[config.mk]
export PLATFORM = sky130hd
export DESIGN_NAME = stopwatch_button_ctrl
export DESIGN_NICKNAME = d
export VERILOG_FILES = /design/src/rtl/stopwatch_button_ctrl.sv
export SDC_FILE = /design/constraint.sdc
export NUM_CORES = 1
export LEC_CHECK = 0
export BUFFER_PORTS_ARGS = -buffer_cell sky130_fd_sc_hd__buf_2
export CAP_MARGIN = 20
export CORE_MARGIN = 2
export CORE_UTILIZATION = 54
export CTS_CLUSTER_SIZE = 16
export DETAILED_ROUTE_END_ITERATION = 16
export GPL_TIMING_DRIVEN = 0
export PLACE_DENSITY_LB_ADDON = 0.05
export SLEW_MARGIN = 20
export SYNTH_ARGS = -nofsm -noshare
export SYNTH_HDL_FRONTEND = slang
export SYNTH_SLANG_ARGS = --single-unit
[constraint.sdc]
create_clock -name clk -period 1.7 [get_ports clk]
set_clock_uncertainty 0.1 [all_clocks]
set_input_delay 0.34 -clock clk [delete_from_list [all_inputs] [get_ports clk]]
set_output_delay 0.34 -clock clk [all_outputs]
set_load 0.02 [all_outputs]
[src/rtl/stopwatch_button_ctrl.sv]
// Stopwatch button front end: synchronises and debounces the start/stop and clear
// buttons, then runs the IDLE/RUNNING/PAUSED policy that drives 'run' and 'clear'.

module stopwatch_button_debounce #(
    parameter int DEBOUNCE_CYCLES = 500000,
    parameter bit ACTIVE_LOW      = 1'b0
) (
    input  logic clk,
    input  logic reset,
    input  logic btn_raw,
    output logic press
);
    localparam int CW = $clog2(DEBOUNCE_CYCLES);
    localparam logic [CW-1:0] CNT_LAST = CW'(DEBOUNCE_CYCLES - 1);

    logic          btn_in;
    logic          sync1;
    logic          sync2;
    logic          stable;
    logic [CW-1:0] cnt;

    assign btn_in = ACTIVE_LOW ? ~btn_raw : btn_raw;

    always_ff @(posedge clk) begin
        if (reset) begin
            sync1  <= 1'b0;
            sync2  <= 1'b0;
            stable <= 1'b0;
            cnt    <= '0;
            press  <= 1'b0;
        end else begin
            sync1 <= btn_in;
            sync2 <= sync1;
            press <= 1'b0;
            // A single cycle back at the accepted level restarts the qualification window.
            if (sync2 == stable) begin
                cnt <= '0;
            end else if (cnt == CNT_LAST) begin
                stable <= sync2;
                cnt    <= '0;
                press  <= sync2;
            end else begin
                cnt <= cnt + CW'(1);
            end
        end
    end
endmodule

module stopwatch_button_ctrl #(
    parameter int DEBOUNCE_CYCLES = 500000,
    parameter int BTN_ACTIVE_LOW  = 0
) (
    input  logic       clk,
    input  logic       reset,
    input  logic       btn_startstop_raw,
    input  logic       btn_clear_raw,
    output logic       run,
    output logic       clear,
    output logic [1:0] state
);
    // state   | meaning
    // IDLE    | time zeroed, counter stopped
    // RUNNING | counter counting, clear ignored
    // PAUSED  | counter held, clear returns to IDLE
    typedef enum logic [1:0] {
        IDLE    = 2'b00,
        RUNNING = 2'b01,
        PAUSED  = 2'b10
    } state_t;

    state_t state_q;
    logic   ss_press;
    logic   cl_press;

    stopwatch_button_debounce #(
        .DEBOUNCE_CYCLES(DEBOUNCE_CYCLES),
        .ACTIVE_LOW     (BTN_ACTIVE_LOW != 0)
    ) u_db_startstop (
        .clk    (clk),
        .reset  (reset),
        .btn_raw(btn_startstop_raw),
        .press  (ss_press)
    );

    stopwatch_button_debounce #(
        .DEBOUNCE_CYCLES(DEBOUNCE_CYCLES),
        .ACTIVE_LOW     (BTN_ACTIVE_LOW != 0)
    ) u_db_clear (
        .clk    (clk),
        .reset  (reset),
        .btn_raw(btn_clear_raw),
        .press  (cl_press)
    );

    always_ff @(posedge clk) begin
        if (reset) begin
            state_q <= IDLE;
            run     <= 1'b0;
            clear   <= 1'b0;
        end else begin
            clear <= 1'b0;
            case (state_q)
                IDLE: begin
                    if (cl_press) begin
                        clear <= 1'b1;
                    end else if (ss_press) begin
                        state_q <= RUNNING;
                        run     <= 1'b1;
                    end
                end
                RUNNING: begin
                    if (ss_press) begin
                        state_q <= PAUSED;
                        run     <= 1'b0;
                    end
                end
                PAUSED: begin
                    if (cl_press) begin
                        state_q <= IDLE;
                        clear   <= 1'b1;
                    end else if (ss_press) begin
                        state_q <= RUNNING;
                        run     <= 1'b1;
                    end
                end
                default: begin
                    state_q <= IDLE;
                    run     <= 1'b0;
                    clear   <= 1'b0;
                end
            endcase
        end
    end

    assign state = state_q;
endmodule

==> results.json <==
{
  "outcome": "finished with violations",
  "violations": "setup timing",
  "yosysUniqueCellTypes": 37,
  "regArea_um2": 1050,
  "die-area_um2": 4500,
  "drtIter0Drc": 109,
  "avgViaCountPerCell": 5.39,
  "power_density_nw_per_um2": 700,
  "seqPwrFrac": 0.623,
  "worstSetupEndpointType": "flop",
  "die_w_um": 67.1,
  "cts_buffer_depth": 2,
  "core_um2": 3740,
  "yosysTopAreaCell": "dfxtp_1",
  "antenna_found_initial": 0,
  "synth_top_area_frac": 0.465,
  "stdcell_area_um2": 2670,
  "gr-total-overflow": 0,
  "wl_per_cell_um": 14.1,
  "dp.cells": 291,
  "ys_seq_area_frac": 0.465,
  "grt_pass1_wl_um": 6910,
  "critPathKind": "reg -> reg",
  "synth_cells": 236,
  "gp_congestion": 0.835,
  "worstMarginPinSlew_ns": 0.398,
  "rsz0062_at_grt": "yes",
  "clk_latency_ns": 0.30,
  "finalSetupViolCount": 1,
  "drc": 0,
  "hpwl_um": 2710,
  "antenna_left": 0,
  "grt_max_degree": 16,
  "vias": 1686,
  "post-route-min-period_ns": 1.74,
  "finalNonFillerCells": 313,
  "clockPowerShare": 0.359,
  "areaGrowthSynthToFinish_pct": 24.0,
  "netlist_area_um2": 2150,
  "start_util": 0.575,
  "portBuffers": 7,
  "fin_crit_sh": 1.02,
  "numCtsBuffers": 5,
  "synth_edf_count": 0,
  "cp.arrival_ns": 1.88,
  "placed_area_um2": 2290,
  "synth_common_cells": "50 x dfxtp_1, 41 x nor2_1, 21 x xnor2_1",
  "cp-start-kind": "flop",
  "cts_max_level": 2,
  "maxCapViolations": 0,
  "synth_top_cells_by_area": "dfxtp_1 47%, xnor2_1 8.6%, nor2_1 7.2%",
  "grtUsageTotal": 0.204,
  "fmax_mhz": 575,
  "drv_slew": 0,
  "combPwrFrac": 0.017,
  "fill_cells": 303,
  "drive_gt1_frac": 0.306,
  "boundaryPins": 8,
  "die_y_um": 67.1,
  "post-place-ws_ns": -0.412,
  "multi_input_area_um2": 1270,
  "ys_ff_latch": 50,
  "crit_buf_inv": 0,
  "finalHoldViolCount": 0,
  "hp-class": "in -> reg",
  "first_pass_iters": 4,
  "vdd_drop_max_mv": 0.618,
  "antenna_cells": 0,
  "slowest_stage": "or4_4",
  "timing.slew.headroom": 0.734,
  "cpPeakStageDelay_ns": 0.54,
  "root_buffer": "clkbuf_8",
  "routed_wl_um": 4400,
  "swShare": 0.218,
  "finalWorstSetupSlack_ns": -0.0380,
  "critical_path.max_fanout": 5,
  "nets": 271,
  "synth_area_per_cell_um2": 9.11,
  "final_core_util": 0.712,
  "syn-num-nets": 242,
  "cts.clk_slew.worst_paths_ns": 0.09,
  "required_ns": 1.84,
  "cp_top_family": "simple AND/OR/NAND/NOR gates",
  "p_int_mw": 1.46,
  "cts_tree": "done",
  "async_flop_share": 0,
  "path_cells": "nand3_4, or4_4, or4_4, a21oi_2",
  "yosysWarningCount": 0,
  "fin_hold_ws_ns": 0.139,
  "design_power_total_mw": 1.87,
  "synth_most_common_cell": "dfxtp_1",
  "num_rows": 22,
  "crit_top_cell": "or4_4",
  "grt_pass1_vias": 1501,
  "cts.sinks": 50,
  "setup_tns_ns": -0.0380,
  "cellLeakagePower_nw": 0.845,
  "p_sw_mw": 0.406,
  "ys.flop_type": "dfxtp_1"
}
final timing paths:
check,start,endpoint,slack [ns],depth (start not counted)
setup / recovery,u_db_clear.cnt[0],u_db_clear.cnt[17],-0.04,4
setup reg to reg,u_db_clear.cnt[0],u_db_clear.cnt[17],-0.04,4
hold reg to reg,u_db_startstop.sync1,u_db_startstop.sync2,0.35,1
hold / removal,btn_clear_raw,u_db_clear.sync1,0.14,2
worst reg2reg max path: cells and delay by family (launching register included):
| family | cells | cell delay (ns) |
|---|---|---|
| simple gates | 3 | 1.07 |
| flops | 1 | 0.38 |
| compound gates | 1 | 0.13 |
repair_timing:
item | in CTS | in global routing
pin swaps | 6 | 9
buffers inserted | 7 | 9
hold buffers | 0 | 0
endpoints found under the setup margin | 34 | 35
resized for setup | 16 | 37
cells in the final DEF (no fill, tap or decap), types with 4 or more instances in the layout:
cell type / n
a21oi_1: 4
buf_2: 7
buf_4: 17
clkbuf_8: 5
dfxtp_1: 29
dfxtp_2: 10
dfxtp_4: 11
inv_1: 7
mux2i_1: 5
nand2_1: 10
nand2b_1: 4
nand3_1: 8
nand3b_1: 4
nand4_1: 10
nor2_1: 41
nor2b_1: 4
nor3_1: 7
nor4_1: 6
nor4_2: 4
xnor2_1: 21
xor2_1: 10
power by group through the flow:
stage                     sequential, mW  clock (mW)  combinational (mW)
after floorplan                     1.20           0              0.0181
after global placement              1.20           0              0.0266
after detailed placement            1.20           0              0.0268
after CTS                           1.17       0.687              0.0295
after global routing                1.16       0.732              0.0358
final                               1.16       0.670              0.0325
registers in the layout (all words and copies together), names as in the netlist:
signal / flops
u_db_clear.cnt: 19
u_db_startstop.cnt: 19
state: 2
clear: 1
run: 1
u_db_clear.press: 1
u_db_clear.stable: 1
u_db_clear.sync1: 1
u_db_clear.sync2: 1
u_db_startstop.press: 1
u_db_startstop.stable: 1
u_db_startstop.sync1: 1
u_db_startstop.sync2: 1
metal layers:
metal	wire (um)	vias to the layer above	part of all wire	global-route usage
met5	0	-	0	0
met4	56	0	0.013	0.0893
met3	91	7	0.021	0.0422
met2	2000	18	0.45	0.304
met1	2250	785	0.51	0.284
li1	-	876	-	-
layout make-up:
class,count,share of cell area
Sequential cell,50,0.396
Buffer,3,0.00704
Clock inverter,2,0.00516
Multi-Input combinational cell,175,0.476
Inverter,7,0.00985
Tap cell,48,0.0225
Timing Repair Buffer,23,0.0582
Clock buffer,5,0.0258
logic make-up after synthesis:
logic type / after synthesis / share of synthesized area
XOR/XNOR: 31 / 0.126
flip-flops: 50 / 0.465
buffers and inverters: 11 / 0.0198
adder cells (fa/ha/maj): 2 / 0.0116
AND/OR/NAND/NOR: 125 / 0.322
multiplexers: 5 / 0.0233
AO/OA/AOI/OAI: 12 / 0.0320
(Power assumes the default switching activity.)
